**config.mk**
```make
export PLATFORM = sky130hd
export DESIGN_NAME = umi_tx_fifo
export DESIGN_NICKNAME = d
export VERILOG_FILES = /design/src/rtl/umi_tx_fifo_pkg.sv /design/src/rtl/umi_tx_fifo_mem.sv /design/src/rtl/umi_tx_fifo.sv
export SDC_FILE = /design/constraint.sdc
export NUM_CORES = 1
export LEC_CHECK = 0
export BUFFER_PORTS_ARGS = -buffer_cell sky130_fd_sc_hd__buf_4
export CELL_PAD_IN_SITES_DETAIL_PLACEMENT = 0
export CELL_PAD_IN_SITES_GLOBAL_PLACEMENT = 1
export CORE_MARGIN = 2
export CORE_UTILIZATION = 50
export CTS_CLUSTER_DIAMETER = 30
export CTS_CLUSTER_SIZE = 28
export DETAILED_ROUTE_END_ITERATION = 16
export GPL_ROUTABILITY_DRIVEN = 0
export GPL_TIMING_DRIVEN = 0
export HOLD_SLACK_MARGIN = 0.05
export PLACE_DENSITY_LB_ADDON = 0.25
export REMOVE_ABC_BUFFERS = 1
export SLEW_MARGIN = 15
export SYNTH_ARGS = -nofsm -noshare
export SYNTH_HDL_FRONTEND = slang
export SYNTH_HIERARCHICAL = 1
export SYNTH_SLANG_ARGS = --single-unit
export TNS_END_PERCENT = 5
```
**constraint.sdc**
```tcl
create_clock -name clk -period 44.7 [get_ports clk]
set_input_delay 6.705 -clock clk [delete_from_list [all_inputs] [get_ports clk]]
set_output_delay 6.705 -clock clk [all_outputs]
set_load 0.005 [all_outputs]
```
**src/rtl/umi_tx_fifo_pkg.sv**
```systemverilog
// Shared sizing helpers for the UMI TX FIFO: packed packet width and field offsets.
// A packet is packed as {cmd, dstaddr, srcaddr, data}, with cmd in the MSBs.
package umi_tx_fifo_pkg;

  function automatic int umi_pw(input int cw, input int aw, input int dw);
    return cw + 2*aw + dw;
  endfunction

  // LSB offset of each field inside the packed word
  function automatic int umi_off_srcaddr(input int dw);
    return dw;
  endfunction

  function automatic int umi_off_dstaddr(input int aw, input int dw);
    return dw + aw;
  endfunction

  function automatic int umi_off_cmd(input int aw, input int dw);
    return dw + 2*aw;
  endfunction

endpackage

```
**src/rtl/umi_tx_fifo_mem.sv**
```systemverilog
// Packet storage for the UMI TX FIFO: synchronous write, asynchronous read so the
// head entry is visible in the same cycle its pointer selects it.
module umi_tx_fifo_mem #(
  parameter int PW    = 416,
  parameter int DEPTH = 4,
  parameter int AD    = $clog2(DEPTH)
) (
  input  logic          clk,
  input  logic          we,
  input  logic [AD-1:0] waddr,
  input  logic [PW-1:0] wdata,
  input  logic [AD-1:0] raddr,
  output logic [PW-1:0] rdata
);

  logic [PW-1:0] mem_reg [DEPTH];

  always_ff @(posedge clk) begin
    if (we) mem_reg[waddr] <= wdata;
  end

  assign rdata = mem_reg[raddr];

endmodule

```
**src/rtl/umi_tx_fifo.sv**
```systemverilog
// First-word-fall-through packet FIFO feeding the UMI-to-queue TX block.
// Pointers carry an extra wrap bit so full and empty are distinguishable.
module umi_tx_fifo
  import umi_tx_fifo_pkg::*;
#(
  parameter int DW          = 256,
  parameter int AW          = 64,
  parameter int CW          = 32,
  parameter int DEPTH       = 4,
  parameter int AFULL_LEVEL = 3
) (
  input  logic                   clk,
  input  logic                   nreset,
  input  logic                   umi_in_valid,
  input  logic [CW-1:0]          umi_in_cmd,
  input  logic [AW-1:0]          umi_in_dstaddr,
  input  logic [AW-1:0]          umi_in_srcaddr,
  input  logic [DW-1:0]          umi_in_data,
  output logic                   umi_in_ready,
  output logic                   umi_out_valid,
  output logic [CW-1:0]          umi_out_cmd,
  output logic [AW-1:0]          umi_out_dstaddr,
  output logic [AW-1:0]          umi_out_srcaddr,
  output logic [DW-1:0]          umi_out_data,
  input  logic                   umi_out_ready,
  output logic [$clog2(DEPTH):0] count,
  output logic                   afull,
  output logic                   empty
);

  localparam int PW      = umi_pw(CW, AW, DW);
  localparam int AD      = $clog2(DEPTH);
  localparam int PTRW    = AD + 1;
  localparam int OFF_SRC = umi_off_srcaddr(DW);
  localparam int OFF_DST = umi_off_dstaddr(AW, DW);
  localparam int OFF_CMD = umi_off_cmd(AW, DW);
  localparam logic [PTRW-1:0] AFULL_CNT = PTRW'(AFULL_LEVEL);

  logic [PTRW-1:0] wr_ptr_reg, rd_ptr_reg;
  logic            full;
  logic            push, pop;
  logic [PW-1:0]   wdata, rdata;

  assign full  = (wr_ptr_reg[AD] != rd_ptr_reg[AD]) &&
                 (wr_ptr_reg[AD-1:0] == rd_ptr_reg[AD-1:0]);
  assign empty = (wr_ptr_reg == rd_ptr_reg);
  assign count = wr_ptr_reg - rd_ptr_reg;
  assign afull = (count >= AFULL_CNT);

  // ready depends only on occupancy, so there is no comb path from umi_out_ready
  assign umi_in_ready  = !full;
  assign umi_out_valid = !empty;
  assign push          = umi_in_valid && umi_in_ready;
  assign pop           = umi_out_valid && umi_out_ready;

  always_ff @(posedge clk or negedge nreset) begin
    if (!nreset) begin
      wr_ptr_reg <= '0;
      rd_ptr_reg <= '0;
    end else begin
      if (push) wr_ptr_reg <= wr_ptr_reg + 1'b1;
      if (pop)  rd_ptr_reg <= rd_ptr_reg + 1'b1;
    end
  end

  assign wdata = {umi_in_cmd, umi_in_dstaddr, umi_in_srcaddr, umi_in_data};

  umi_tx_fifo_mem #(
    .PW    (PW),
    .DEPTH (DEPTH),
    .AD    (AD)
  ) u_mem (
    .clk   (clk),
    .we    (push),
    .waddr (wr_ptr_reg[AD-1:0]),
    .wdata (wdata),
    .raddr (rd_ptr_reg[AD-1:0]),
    .rdata (rdata)
  );

  assign umi_out_cmd     = rdata[OFF_CMD +: CW];
  assign umi_out_dstaddr = rdata[OFF_DST +: AW];
  assign umi_out_srcaddr = rdata[OFF_SRC +: AW];
  assign umi_out_data    = rdata[DW-1:0];

endmodule

```
== Word-level counts from Yosys, hierarchy flattened ==
Memory sizes are Yosys's and may differ from the RTL's.
Cells that the tools add are included.
Widths: inputs -> output; s select.
Operators by class
  $lt $le $gt $ge: 1
  mux-type cells: 2
  reductions and logical operators: 5
  $add $sub $neg: 3
  equal/unequal tests: 3
Operator list (number)
  $add 3x1->3 const B: 2
  $eq 3x3->1: 1
  $ge 3x2->1 const B: 1
  $logic_and 1x1->1: 3
  $sub 3x3->3: 1
  $eq 2x2->1: 1
  $logic_not 1->1: 2
  $mux 1: 2
  $ne 1x1->1: 1
Word-level totals
  output and inout port bits: 423
  register bits after elaboration: 6
  memory bits (writable): 1664
  bits of input ports: 420
  memories: 1
Memory list
  u_mem.mem_reg: depth 4, bits a word 416, read ports 1, clocked after Yosys merged registers in 0, wr ports 1, line umi_tx_fifo_mem.sv:16  | logic [PW-1:0] mem_reg [DEPTH];

== Logic depth before layout (Yosys ltp) ==
Gate-level depths: netlist of the first run.
  word-level depth: 6
  gate-level depth with buffers: 6
  mapped depth without buffers: 6

== Hierarchy ==
The synthesis of the first run kept the hierarchy.
By module, submodules not included
  umi_tx_fifo_mem: times used 1, area an instance 60012.6 µm², cells an instance 2176
  umi_tx_fifo: times used 1, area an instance 409.1 µm², cells an instance 39

== Worst setup path before layout of the first run ==
OpenSTA, ideal clock, no wires.
  path type: input-to-reg
  from: input port umi_in_valid
  to: memory u_mem.mem_reg[0][0], enable pin
  data arrival time: 36.376 ns
  stages: 3
  path slack: 6.535 ns
  buffers on the path: 0
  setup time: 1.790 ns
  path through: o21ai_2 inv_1 nor3b_1
On the way
  word-level cells in the longest chain between the ends: 3
RTL lines
  start, declared: line umi_tx_fifo.sv:14  | input logic umi_in_valid,
  $logic_and 1x1->1: line umi_tx_fifo.sv:53  | assign push = umi_in_valid && umi_in_ready;
  named net push: line umi_tx_fifo.sv:41  | logic push, pop;
  $mux 1: line umi_tx_fifo_mem.sv:19  | if (we) mem_reg[waddr] <= wdata;
  $mux 1 (not written as such): line umi_tx_fifo_mem.sv:19
  end, declared: line umi_tx_fifo_mem.sv:16
The timed path passes the listed nets, and every way through them passes these cells.

== Worst setup path in the final report of the first run ==
  from: register rd_ptr_reg[0]
  to: output port umi_out_data[149]
On the way
  word-level cells in the longest chain between the ends: 1
RTL lines
  start, declared: line umi_tx_fifo.sv:39  | logic [PTRW-1:0] wr_ptr_reg, rd_ptr_reg;
  start signal, assigned: line umi_tx_fifo.sv:62  | if (pop) rd_ptr_reg <= rd_ptr_reg + 1'b1;
  $mem_v2 4x416
  end, declared: line umi_tx_fifo.sv:24  | output logic [DW-1:0] umi_out_data,
Every way passes these cells.

==> results of run 1 <==
[logic make-up after synthesis]
kind of cell	count (synthesis)
AO/OA/AOI/OAI	5
adder cells (fa/ha/maj)	5
multiplexers	420
AND/OR/NAND/NOR	11
flip-flops	1670
XOR/XNOR	5
buffers and inverters	99
[worst max-delay path, cell delays in order, from the launching register on]
cell	delay [ns]
dfrtp_4	0.66
buf_16	0.28
buf_16	0.29
buf_12	0.26
buf_16	0.27
buf_12	0.26
mux4_2	0.55
buf_4	0.15
[layer usage]
| layer | global-route usage, % | wire length (um) |
|---|---|---|
| met4 | 10.80 | 5387 |
| met5 | 0 | 159 |
| met3 | 9.473 | 13850 |
| met2 | 35.79 | 70300 |
| met1 | 24.45 | 46430 |
[stage by stage]
| stage | power, mW | TNS (ns) | setup WS [ns] |
|---|---|---|---|
| 4_1_cts | 6.250 | 0 | 34.10 |
| 3_5_place_dp | 3.930 | 0 | 35.01 |
| 3_3_place_gp | 5.031 | - | -34.25 |
| 5_1_grt | 6.415 | 0 | 33.99 |
| 6_report | 6.168 | 0 | 34.29 |
| 2_1_floorplan | 3.691 | -1560.55 | -3.751 |
[where the power goes]
group | switching [mW] | internal (mW) | total, mW
clock | 0.748 | 1.55 | 2.30
combinational | 0.816 | 0.865 | 1.68
sequential | 0.0809 | 2.11 | 2.19
[final cells by class]
| cell class | count | area, um^2 |
|---|---|---|
| diodes | 29 | 72.57 |
| clock buffers | 357 | 8232 |
| clock inverters | 196 | 2207 |
| fillers | 7450 | 39500 |
| inverters | 7 | 26.28 |
| multi-input cells | 446 | 9651 |
| flip-flops and latches | 1670 | 50130 |
| well taps | 1612 | 2017 |
| repair buffers | 953 | 8143 |
[synthesized netlist by cell type]
library cell  instances  area share, %
a21o_1                1          0.012
and3_1                1          0.010
and3b_1               2          0.029
buf_1                 3          0.019
buf_2                44           0.36
buf_4                11           0.14
buf_6                27           0.50
clkbuf_1              7          0.043
dfrtp_1               6           0.25
edfxtp_1           1664             83
fa_1                  1          0.033
ha_1                  4          0.083
inv_1                 7          0.043
mux2_1                1          0.019
mux2_2                1          0.019
mux2_4                1          0.025
mux2i_1               1          0.017
mux4_2              416             16
nand2_1               5          0.031
nand3_1               2          0.017
nor3b_1               1          0.012
o21ai_0               2          0.017
o21ai_2               2          0.029
xnor2_1               4          0.058
xor2_2                1          0.027
[how the worst max path moves through the flow]
stage	slack (ns)	depth (start not counted)	endpoint	from
4_1_cts	34.10	7	umi_out_data[129]	rd_ptr_reg[0]$_DFFE_PN0P_
2_1_floorplan	-3.75	5	u_mem/mem_reg[0][0]$_DFFE_PP_	rd_ptr_reg[0]$_DFFE_PN0P_
3_5_place_dp	35.01	10	u_mem/mem_reg[1][3]$_DFFE_PP_	umi_in_valid
6_report	34.29	7	umi_out_data[149]	rd_ptr_reg[0]$_DFFE_PN0P_
3_3_place_gp	-34.25	5	u_mem/mem_reg[0][179]$_DFFE_PP_	rd_ptr_reg[0]$_DFFE_PN0P_
5_1_grt	33.99	7	umi_out_data[222]	rd_ptr_reg[0]$_DFFE_PN0P_
==> out/metrics.cfg, run 1 <==
[outcome]
status=complete, no violations

[finish]
postLayoutCellArea_um2=80470
nNetsFinal=3818
areaGrowthSynthToFinish_pct=33.19
largest_reg_flops=1664
mostFrequentLayoutCell=edfxtp_1
drive_above_1_share_pct=51.56
mostFrequentLayoutCells=edfxtp_1 (1,664), buf_4 (877), mux4_2 (416)
final_cell_count_no_fill=5270
final_util_pct=67.08

[synthesis]
synth_top_family_by_area=multiplexers
muxShareOfSynthArea_pct=15.58
synth-simple-area-share_pct=0.09940
synth_xor_area_share_pct=0.08490
netlist_instances=2215
synth_area_um2=60420
synth_cell_type_count=25
synth-seq-area-share_pct=82.95
synth_warnings=6
synth-compound-area-share_pct=0.05798
synth-adder-area-share_pct=0.1160
avgSynthCellArea_um2=27.28
ys_seq_elements=1670

[placed_design]
placed_area_um2=69960
portBuffers=842
dp.final_hpwl_um=90840
placed_cells=4688

[power]
p_per_area_nw_per_um2=76.65
power_leakage_nw=28.09
peakVddDrop_v=0.00005659

[die]
num_io_pins=843
die_y_um=351.6
std_cell_rows=127
start_util_pct=50.36
die-area_um2=123600
dieWidth_um=351.6
core_um2=120000

[worst_hold_path]
hp-class=reg2reg
min-delay-start=wr_ptr_reg[2]$_DFFE_PN0P_
min_delay_worst_endpoint=wr_ptr_reg[2]$_DFFE_PN0P_
whs_path_depth=2

[sta]
min_period_ns=10.41
setup_violations=0
whs_ns=0.6306
fin_crit_sh_pct=23.29
fmax_mhz=96.07
rsz0062_at_grt=false
max_slew_margin_pct=52.97
finalHoldViolCount=0
maxSlewViolCount=0
skew_ns=0.05505
worstMarginPinSlew_ns=0.7054

[drt]
dr.pass1.iters=5
drtIter0Drc=1918
ant_nets=0
vias_per_cell=5.406
wl_per_cell_um=25.83
num_vias=28491
wirelength_um=136100
drc=0

[clocking]
cts_setup_buffers=0
clkLatencyLatePin_ns=0.88
cts_buffers=315
root_buffer=clkbuf_16
clkTransAtPathRegs_ns=0.05
cts_resized=0
cts_tree=built
cts.sinks=1670
h-tree-depth=5
hold_buffers=0
clockBufferDepth=4

[critical_path]
start_kind=flop
critPathKind=reg2out
regToRegSetupSlack_ns=39.85
cp_max_fo=36
reg2reg_from=rd_ptr_reg[1]$_DFFE_PN0P_
endpoint_kind=primary output
cp.arrival_ns=3.70
reg2reg_depth=14
required_ns=37.99
reg2reg_to=u_mem/mem_reg[1][222]$_DFFE_PP_

[global_route]
grt-ovfl-total=0
antenna_found_initial=40
grt_max_degree=51
grt_pass1_wl_um=195700
grt_use_total_pct=21.83
grt_pass1_vias=30484

[job]
maxCapViolCount=0

No activity file was read; power rests on OpenSTA's default activity.
==> run 2, diff against run 1 <==
--- a/config.mk
+++ b/config.mk
@@ -9,7 +9,7 @@
 export CELL_PAD_IN_SITES_DETAIL_PLACEMENT = 0
 export CELL_PAD_IN_SITES_GLOBAL_PLACEMENT = 1
 export CORE_MARGIN = 2
-export CORE_UTILIZATION = 50
+export CORE_UTILIZATION = 46
 export CTS_CLUSTER_DIAMETER = 30
 export CTS_CLUSTER_SIZE = 28
 export DETAILED_ROUTE_END_ITERATION = 16
==> constraint.sdc (replaced) <==
create_clock -name clk -period 8.4 [get_ports clk]
set_input_delay 1.26 -clock clk [delete_from_list [all_inputs] [get_ports clk]]
set_output_delay 1.26 -clock clk [all_outputs]
set_load 0.005 [all_outputs]
==> out/metrics.cfg, run 2 (synthesis results as in run 1) <==
[drt]
wirelength_um=137900
drc=0
ant_nets=0
drtIter0Drc=2024
dr.pass1.iters=5
vias_per_cell=5.315
wl_per_cell_um=25.47
num_vias=28784

[clocking]
cts_tree=built
cts.sinks=1670
clkLatencyLatePin_ns=0.87
hold_buffers=0
clockBufferDepth=4
cts_setup_buffers=0
cts_resized=0
root_buffer=clkbuf_16
cts_buffers=328
clkTransAtPathRegs_ns=0.04
h-tree-depth=5

[die]
std_cell_rows=132
die_y_um=366.4
core_um2=130000
start_util_pct=46.49
dieWidth_um=366.4
num_io_pins=843
die-area_um2=134300

[power]
peakVddDrop_v=0.0002419
pwr-share-clk_pct=37.8
power.share.sequential_pct=35.1
power_leakage_nw=28.30
p_per_area_nw_per_um2=409.9
internal_power_mw=24.37
sw_frac_of_total_pct=26.66
power_switching_mw=8.856
combinationalPowerShare_pct=27.1

[critical_path]
reg2reg_depth=13
cp.arrival_ns=3.86
cp_max_fo=35
reg2reg_to=u_mem/mem_reg[0][72]$_DFFE_PP_
path_cells=buf_16 -> buf_16 -> buf_16 -> buf_16 -> buf_12 -> mux4_2 -> buf_4
cp-startpoint=rd_ptr_reg[0]$_DFFE_PN0P_
cpMaxStageDelayCell=dfrtp_4
cp_common_cell=buf_16
required_ns=7.14
endpoint_kind=primary output
start_kind=flop
max_stage_delay_ns=0.67
critPathKind=reg2out
crit_end=umi_out_srcaddr[17]
regToRegSetupSlack_ns=4.08
reg2reg_from=rd_ptr_reg[1]$_DFFE_PN0P_

[global_route]
grt_pass1_wl_um=203200
grt_pass1_vias=31413
grt_max_degree=50
grt-ovfl-total=0
antenna_found_initial=25
grt_use_total_pct=20.52

[job]
maxCapViolCount=0

[sta]
fin_crit_sh_pct=60.91
setup_violations=0
maxSlewViolCount=0
fmax_mhz=195.4
whs_ns=0.1881
rsz0062_at_grt=false
worstMarginPinSlew_ns=0.6829
setup-tns-final_ns=0
skew_ns=0.05559
min_period_ns=5.116
finalHoldViolCount=0
max_slew_margin_pct=54.28

[finish]
areaGrowthSynthToFinish_pct=34.13
nNetsFinal=3833
drive_above_1_share_pct=51.48
largest_reg_flops=1664
fill_cells=8713
mostFrequentLayoutCells=edfxtp_1 (1,664), buf_4 (879), mux4_2 (416)
mostFrequentLayoutCell=edfxtp_1

[placed_design]
dp.final_hpwl_um=91310
portBuffers=842

[outcome]
status=complete, no violations

[worst_hold_path]
hp-class=in2async

[run 2: worst max-delay path: cells and delay by family (launching register included)]
kind	cells	cell delay (ns)
muxes	1	0.57
DFF	1	0.67
buffers and inverters	6	1.60
[run 2: metal layers]
layer / global-route usage [%] / share of wire (%)
met1: 23.16 / 36
met2: 34.67 / 52
met3: 8.309 / 9.3
met4: 8.365 / 3.2
met5: 0 / 0.078
[run 2: worst min path at each step]
stage,endpoint,cells after the start
CTS,rd_ptr_reg[1]$_DFFE_PN0P_,1
finish,rd_ptr_reg[0]$_DFFE_PN0P_,1
detailed placement,wr_ptr_reg[0]$_DFFE_PN0P_,1
floorplan,wr_ptr_reg[0]$_DFFE_PN0P_,1
global placement,wr_ptr_reg[0]$_DFFE_PN0P_,1
global route,rd_ptr_reg[0]$_DFFE_PN0P_,1
[run 2: final cells by class]
| cell class | count | area, um^2 | area share, % |
|---|---|---|---|
| multi-input cells | 446 | 9651 | 11.91 |
| clock buffers | 366 | 8478 | 10.46 |
| diodes | 14 | 35.03 | 0.04323 |
| repair buffers | 955 | 8232 | 10.16 |
| inverters | 7 | 26.28 | 0.03242 |
| flip-flops and latches | 1670 | 50130 | 61.85 |
| well taps | 1742 | 2180 | 2.689 |
| clock inverters | 216 | 2317 | 2.859 |
[run 2: through the flow]
| stage | setup slack (ns) | cell area [um^2] | cells | power, mW | utilization [%] |
|---|---|---|---|---|---|
| finish | 3.284 | 81040 | 5416 | 33.22 | 62.35 |
| floorplan | -40.05 | 59780 | 2123 | 17.54 | - |
| global route | 2.960 | 81040 | 5416 | 34.58 | 62.35 |
| global placement | -70.82 | 68280 | 4707 | 18.79 | 52.53 |
| detailed placement | 3.993 | 70210 | 4820 | 20.99 | 54.02 |
| CTS | 3.060 | 81010 | 5402 | 33.67 | 62.32 |
[run 2: power groups by stage]
stage | registers, mW | logic (mW) | clock network, mW
floorplan | 12.9 | 4.63 | 0
global placement | 12.8 | 6.02 | 0
detailed placement | 11.8 | 9.17 | 0
CTS | 11.7 | 9.22 | 12.8
global route | 11.8 | 9.57 | 13.2
finish | 11.7 | 9.01 | 12.5
